**src/rtl/pp_acc_pkg.sv**
```systemverilog
// Shared constants for the partial-product accumulator: widths, FSM encoding,
// ACCUM step counts for both builds (PP_ACC_CSA_EN selects carry-save), and the carry helper.
package pp_acc_pkg;

  localparam int NUM_PP = 8;
  localparam int PP_W   = 32;
  localparam int STEP_W = 4;

  typedef logic [PP_W-1:0] pp_word_t;

  localparam logic [1:0] ST_IDLE    = 2'd0;
  localparam logic [1:0] ST_ACCUM   = 2'd1;
  localparam logic [1:0] ST_RESOLVE = 2'd2;
  localparam logic [1:0] ST_DONE    = 2'd3;

`ifdef PP_ACC_CSA_EN
  localparam logic [STEP_W-1:0] ACC_STEPS = 4'd4;
`else
  localparam logic [STEP_W-1:0] ACC_STEPS = 4'd8;
`endif
  localparam logic [STEP_W-1:0] LAST_STEP = ACC_STEPS - 4'd1;

  // Per-bit majority: the unshifted carry vector of a full-adder row.
  function automatic pp_word_t maj3(input pp_word_t a, input pp_word_t b, input pp_word_t c);
    maj3 = (a & b) | (a & c) | (b & c);
  endfunction

endpackage

```
**src/rtl/pp_accumulator_csa.sv**
```systemverilog
// One PP_W-wide row of independent full adders (3:2 compressor).
// The carry output is unshifted; the parent aligns it one bit left.
module csa_3to2
  import pp_acc_pkg::*;
(
  input  logic [PP_W-1:0] a_i,
  input  logic [PP_W-1:0] b_i,
  input  logic [PP_W-1:0] c_i,
  output logic [PP_W-1:0] sum_o,
  output logic [PP_W-1:0] carry_o
);

  assign sum_o   = a_i ^ b_i ^ c_i;
  assign carry_o = maj3(a_i, b_i, c_i);

endmodule

```
**src/rtl/pp_accumulator.sv**
```systemverilog
// Sums eight pre-shifted Booth partial products mod 2^32 through IDLE/ACCUM/RESOLVE/DONE.
// Build option PP_ACC_CSA_EN: two chained 3:2 rows per step instead of one ripple add.
module pp_accumulator
  import pp_acc_pkg::*;
(
  input  logic            clk,
  input  logic            rst_n,
  input  logic            in_valid,
  output logic            in_ready,
  input  logic [PP_W-1:0] pp0,
  input  logic [PP_W-1:0] pp1,
  input  logic [PP_W-1:0] pp2,
  input  logic [PP_W-1:0] pp3,
  input  logic [PP_W-1:0] pp4,
  input  logic [PP_W-1:0] pp5,
  input  logic [PP_W-1:0] pp6,
  input  logic [PP_W-1:0] pp7,
  output logic            out_valid,
  input  logic            out_ready,
  output logic [PP_W-1:0] out_product,
  output logic            busy
);

  logic [1:0]        state_q, state_d;
  logic [STEP_W-1:0] step_q, step_d;
  logic [PP_W-1:0]   sum_q, sum_d;
  logic [PP_W-1:0]   carry_q, carry_d;
  logic [PP_W-1:0]   out_product_q, out_product_d;
  logic              out_valid_q, in_ready_q, busy_q;
  logic [PP_W-1:0]   pp_q [NUM_PP];
  logic              load_s;
  logic [PP_W-1:0]   step_sum_s;
  logic [PP_W-1:0]   step_carry_s;

`ifdef PP_ACC_CSA_EN
  logic [2:0]      idx_a_s, idx_b_s;
  logic [PP_W-1:0] row0_sum_s, row0_carry_s, row0_carry_sh_s;
  logic [PP_W-1:0] row1_sum_s, row1_carry_s;

  assign idx_a_s = {step_q[1:0], 1'b0};
  assign idx_b_s = {step_q[1:0], 1'b1};
  assign row0_carry_sh_s = row0_carry_s << 1;

  csa_3to2 u_row0 (
    .a_i     (sum_q),
    .b_i     (carry_q),
    .c_i     (pp_q[idx_a_s]),
    .sum_o   (row0_sum_s),
    .carry_o (row0_carry_s)
  );

  csa_3to2 u_row1 (
    .a_i     (row0_sum_s),
    .b_i     (row0_carry_sh_s),
    .c_i     (pp_q[idx_b_s]),
    .sum_o   (row1_sum_s),
    .carry_o (row1_carry_s)
  );

  assign step_sum_s   = row1_sum_s;
  assign step_carry_s = row1_carry_s << 1;
`else
  assign step_sum_s   = sum_q + pp_q[step_q[2:0]];
  assign step_carry_s = '0;
`endif

  always_comb begin
    state_d       = state_q;
    step_d        = step_q;
    sum_d         = sum_q;
    carry_d       = carry_q;
    out_product_d = out_product_q;
    load_s        = 1'b0;
    case (state_q)
      ST_IDLE: begin
        if (in_valid && in_ready_q) begin
          load_s  = 1'b1;
          sum_d   = '0;
          carry_d = '0;
          step_d  = '0;
          state_d = ST_ACCUM;
        end else begin
          state_d = ST_IDLE;
        end
      end
      ST_ACCUM: begin
        sum_d   = step_sum_s;
        carry_d = step_carry_s;
        step_d  = step_q + 4'd1;
        if (step_q == LAST_STEP) begin
          state_d = ST_RESOLVE;
        end else begin
          state_d = ST_ACCUM;
        end
      end
      ST_RESOLVE: begin
        out_product_d = sum_q + carry_q;
        state_d       = ST_DONE;
      end
      ST_DONE: begin
        if (out_ready) begin
          state_d = ST_IDLE;
        end else begin
          state_d = ST_DONE;
        end
      end
      default: begin
        state_d = ST_IDLE;
      end
    endcase
  end

  // Status outputs are registered from the next state so they line up with state_q.
  always_ff @(posedge clk) begin
    if (!rst_n) begin
      state_q       <= ST_IDLE;
      step_q        <= '0;
      sum_q         <= '0;
      carry_q       <= '0;
      out_product_q <= '0;
      out_valid_q   <= 1'b0;
      in_ready_q    <= 1'b1;
      busy_q        <= 1'b0;
    end else begin
      state_q       <= state_d;
      step_q        <= step_d;
      sum_q         <= sum_d;
      carry_q       <= carry_d;
      out_product_q <= out_product_d;
      out_valid_q   <= (state_d == ST_DONE);
      in_ready_q    <= (state_d == ST_IDLE);
      busy_q        <= (state_d != ST_IDLE);
    end
  end

  always_ff @(posedge clk) begin
    if (!rst_n) begin
      for (int i = 0; i < NUM_PP; i++) pp_q[i] <= '0;
    end else if (load_s) begin
      pp_q[0] <= pp0;
      pp_q[1] <= pp1;
      pp_q[2] <= pp2;
      pp_q[3] <= pp3;
      pp_q[4] <= pp4;
      pp_q[5] <= pp5;
      pp_q[6] <= pp6;
      pp_q[7] <= pp7;
    end else begin
      for (int i = 0; i < NUM_PP; i++) pp_q[i] <= pp_q[i];
    end
  end

  assign in_ready    = in_ready_q;
  assign out_valid   = out_valid_q;
  assign out_product = out_product_q;
  assign busy        = busy_q;

endmodule
```
**config.mk**
```make
export PLATFORM = sky130hd
export DESIGN_NAME = pp_accumulator
export DESIGN_NICKNAME = d
export VERILOG_FILES = /design/src/rtl/pp_acc_pkg.sv /design/src/rtl/pp_accumulator_csa.sv /design/src/rtl/pp_accumulator.sv
export SDC_FILE = /design/constraint.sdc
export NUM_CORES = 1
export LEC_CHECK = 0
export ABC_CLOCK_PERIOD_IN_PS = 7100
export BUFFER_PORTS_ARGS = -buffer_cell sky130_fd_sc_hd__buf_2
export CAP_MARGIN = 20
export CORE_UTILIZATION = 45
export CTS_BUF_LIST = sky130_fd_sc_hd__clkbuf_16
export DETAILED_ROUTE_END_ITERATION = 10
export GPL_TIMING_DRIVEN = 1
export PLACE_DENSITY_LB_ADDON = 0.12
export RECOVER_POWER = 50
export SLEW_MARGIN = 20
export SYNTH_ARGS = -nofsm -noshare
export SYNTH_HDL_FRONTEND = slang
export SYNTH_SLANG_ARGS = --single-unit
```
**constraint.sdc**
```tcl
create_clock -name clk -period 7.1 [get_ports clk]
set_clock_uncertainty 0.05 [all_clocks]
set_input_delay 0.71 -clock clk [delete_from_list [all_inputs] [get_ports clk]]
set_output_delay 0.71 -clock clk [all_outputs]
set_load 0.01 [all_outputs]
```
==> summary.md <==
| Metric | Value |
|---|---|
| DR WL/cell | 20.0 microns |
| Vias in the first global route | 11300 |
| Syn nets | 1693 |
| Number of setup violations in the final report | 0 |
| Critical path launch point type | register |
| Setup Fix Bufs, Post-CTS | 0 |
| Max_cap viols | 2 |
| Initial Util | 45.8% |
| Top delay family on crit path | buffers and inverters |
| Top cell type by total area after synthesis | edfxtp_1 |
| First-pass GRT wire length | 64.2 mm |
| Share of cells above drive strength 1 | 26.4% |
| Total gr overflow | 0 |
| Synth Register Bits | 332 |
| Placed insts | 2046 |
| Die X | 190 microns |
| Area of the mapped netlist | 15900 sq um |
| RSZ-0062 raised after global routing | no |
| Setup CP Type | register to register |
| Cell Area, Placed | 17600 sq um |
| Fin crit period | 4.70 ns |
| Cell mode on critical path | nand2_1 |
| Die area | 36100 sq um |
| TritonCTS clock tree | yes |
| Met3 WL post-DR | 2.50 mm |
| Layout Nets | 1922 |
| DRT Pass-1 Iters | 5 |
| Leakage | 7.82 nW |
| Fin. Hold Viols | 0 |
| Final wirelength | 42.3 mm |
| Failing checks | max-capacitance violations, max-slew violations |
| Synthesized area per cell | 11.4 sq um |
| # port buffers | 294 |
| Pwr Density | 266 nW/um^2 |
| Buffers & Inverters on Critical Path | 1 |
| Post-synth EDFFs | 192 |
| Max VDD drop | 0.224 mV |
| Slew @ Worst Pin | 4.33 ns |
| Rel. slew slack | -189% |
| CP endpoint kind | register |
| Sum Neg Setup Slack | 0 ns |
| Post-synth top area share | 36.2% |
| Via-to-Cell Ratio | 5.48 |
| # resized after CTS | 0 |
| Dpl ws | 2.80 ns |
| Metal2 WL | 18.5 mm |
| Die Height | 190 microns |
| Slowest-stage cell, CP | clkbuf_2 |
| Clock Tree Buf Depth | 3 |
| Worst-path clk slew | 0.06 ns |
| Hold Path Class | input port to register |
| Crit-path max FO | 258 |
| GR Util All Layers | 23.3% |
| DRC errors left | 0 |
| Yosys synthesis warning count | 0 |
| DPL Wire Length | 29.5 mm |
| Htree depth | 2 |
| Clk sinks | 332 |
| Clock root buffer | clkbuf_16 |
| Crit path required time | 7.49 ns |
| CP Data Arrival Time | 5.09 ns |
| Final worst-path cycle share | 66.2% |
| Final RePlAce weighted congestion | 0.885 |
| Crit-path cells | nand2_1 -> nor3_1 -> clkbuf_2 -> nand2_1 -> a21boi_0 |
| Status | finished with violations |
| FILL cells | 3124 |
| Fin. max-slew vios | 385 |
| Unique masters post-synth | 62 |
| Top_reg_cell synth | edfxtp_1 |
| Fmax | 213 MHz |
| Gate Count Post-Synth | 1400 |
| Largest cells by area after synthesis | edfxtp_1 36%, dfxtp_1 18%, mux4_2 9.1%, and3_1 7.7%, nand2_1 5.8% |
| TritonCTS Buffers | 36 |
| IO Count | 295 |
| FFs w/ async S/R, synth | 0% |
| Vias | 11600 |
| Fin cells | 2113 |
| Post-route design area | 18700 sq um |
| Area delta synth->final | 17.8% |
| Max Used Layer | met4 |
| Initial antenna violation count | 1 |
| Largest net degree at the start of global routing | 259 |
| M1 WL | 20.5 mm |
| Routed Antenna Nets | 0 |
| Sequential share of the synthesized area | 53.8% |
| Final WS setup | 2.40 ns |
| Initial DRC Count | 910 |
| # hold bufs at CTS | 0 |
| Core area | 34700 sq um |
| Hold WS | 0.391 ns |
| # rows | 68 |
| Clk Latency, worst-skew pair | 0.52 ns |
| Worst path max stage delay | 2.70 ns |
-- final cells by class --
cell class              count  area [sq um]  share of cell area (%)
diodes                      1          2.50                  0.0134
clock buffers              41          1030                    5.47
clock inverters            25           144                   0.768
inverters                  14          52.6                   0.280
multi-input cells         938          6840                    36.5
flip-flops and latches    332          8580                    45.8
well taps                 455           569                    3.04
repair buffers            307          1530                    8.18
-- synthesized netlist by cell type, types with 7 or more instances --
library cell,number
mux2_2,30
nor2b_1,8
and3_1,196
and2_1,10
xor2_1,16
nor3_1,13
ha_1,32
a21oi_1,35
xnor2_1,11
buf_2,26
nand2b_1,7
nor2_1,27
dfxtp_1,140
clkbuf_1,83
mux4_2,64
edfxtp_1,192
nand2_1,245
inv_1,14
o21ai_1,15
a21boi_0,100
o21ai_0,34
nand3_1,25
-- power by group --
group	internal, mW	switching, mW	total (mW)	leakage (nW)
combinational	0.362	0.459	0.821	4.02
clock	1.07	0.752	1.82	0.596
sequential	2.24	0.102	2.34	3.20
total	3.67	1.31	4.98	7.82
-- per-layer routing --
| layer | GRT usage (%) | vias to the layer above |
|---|---|---|
| met5 | 0 | - |
| met4 | 5.40 | 0 |
| met3 | 3.56 | 57 |
| met2 | 34.4 | 365 |
| met1 | 35.6 | 5565 |
| li1 | - | 5584 |
-- placed cells by master, fill, tap and decap left out, drive strengths merged, types with 16 or more instances in the layout --
cell type	synthesis	final
buf	31	269
nand3	25	25
a21boi	102	102
nand2	246	246
o21ai	51	51
edfxtp	192	192
a21oi	38	38
xor2	16	16
and3	196	196
nor2	27	27
ha	32	32
dfxtp	140	140
mux4	64	64
mux2	30	30
clkbuf	84	79
inv	14	24
-- worst paths after layout --
path                            slack [ns]  startpoint     endpoint  cells past startpoint
worst min-delay path                  0.39      pp7[8]   pp_q[7][8]                      3
worst min register to register        0.41   step_q[3]    step_q[3]                      1
worst max-delay path                  2.40    in_ready  pp_q[7][16]                      5
worst max register to register        2.40    in_ready  pp_q[7][16]                      5
-- worst register-to-register path, stage by stage, from the launching register on --
cell and delay [ns]:
dfxtp_1 0.39, nand2_1 0.07, nor3_1 0.13, clkbuf_2 2.70, nand2_1 1.00, a21boi_0 0.30
-- state kept, by name, indices dropped and copies added, names as in the netlist, named ones only --
name	count
in_ready	1
busy	1
sum_q	32
state_q	2
pp_q	256
out_valid	1
step_q	4
out_product	32
-- metrics by stage --
stage          utilization (%)  power, mW
2_1_floorplan                -       2.92
3_3_place_gp              50.8       3.18
3_5_place_dp              50.8       3.19
4_1_cts                   54.2       5.02
5_1_grt                   54.0       5.20
6_report                  54.0       4.98
-- cells by family after synthesis --
logic type / share of synthesized area [%]
AOI/OAI and AO/OA: 10.1
xor gates and xnor gates: 1.49
adders and majority gates: 2.64
buffers and inverters: 3.37
DFF: 53.8
muxes: 11.4
and+or+nand+nor: 17.1
Note: power is estimated with default switching activity, not from simulation.
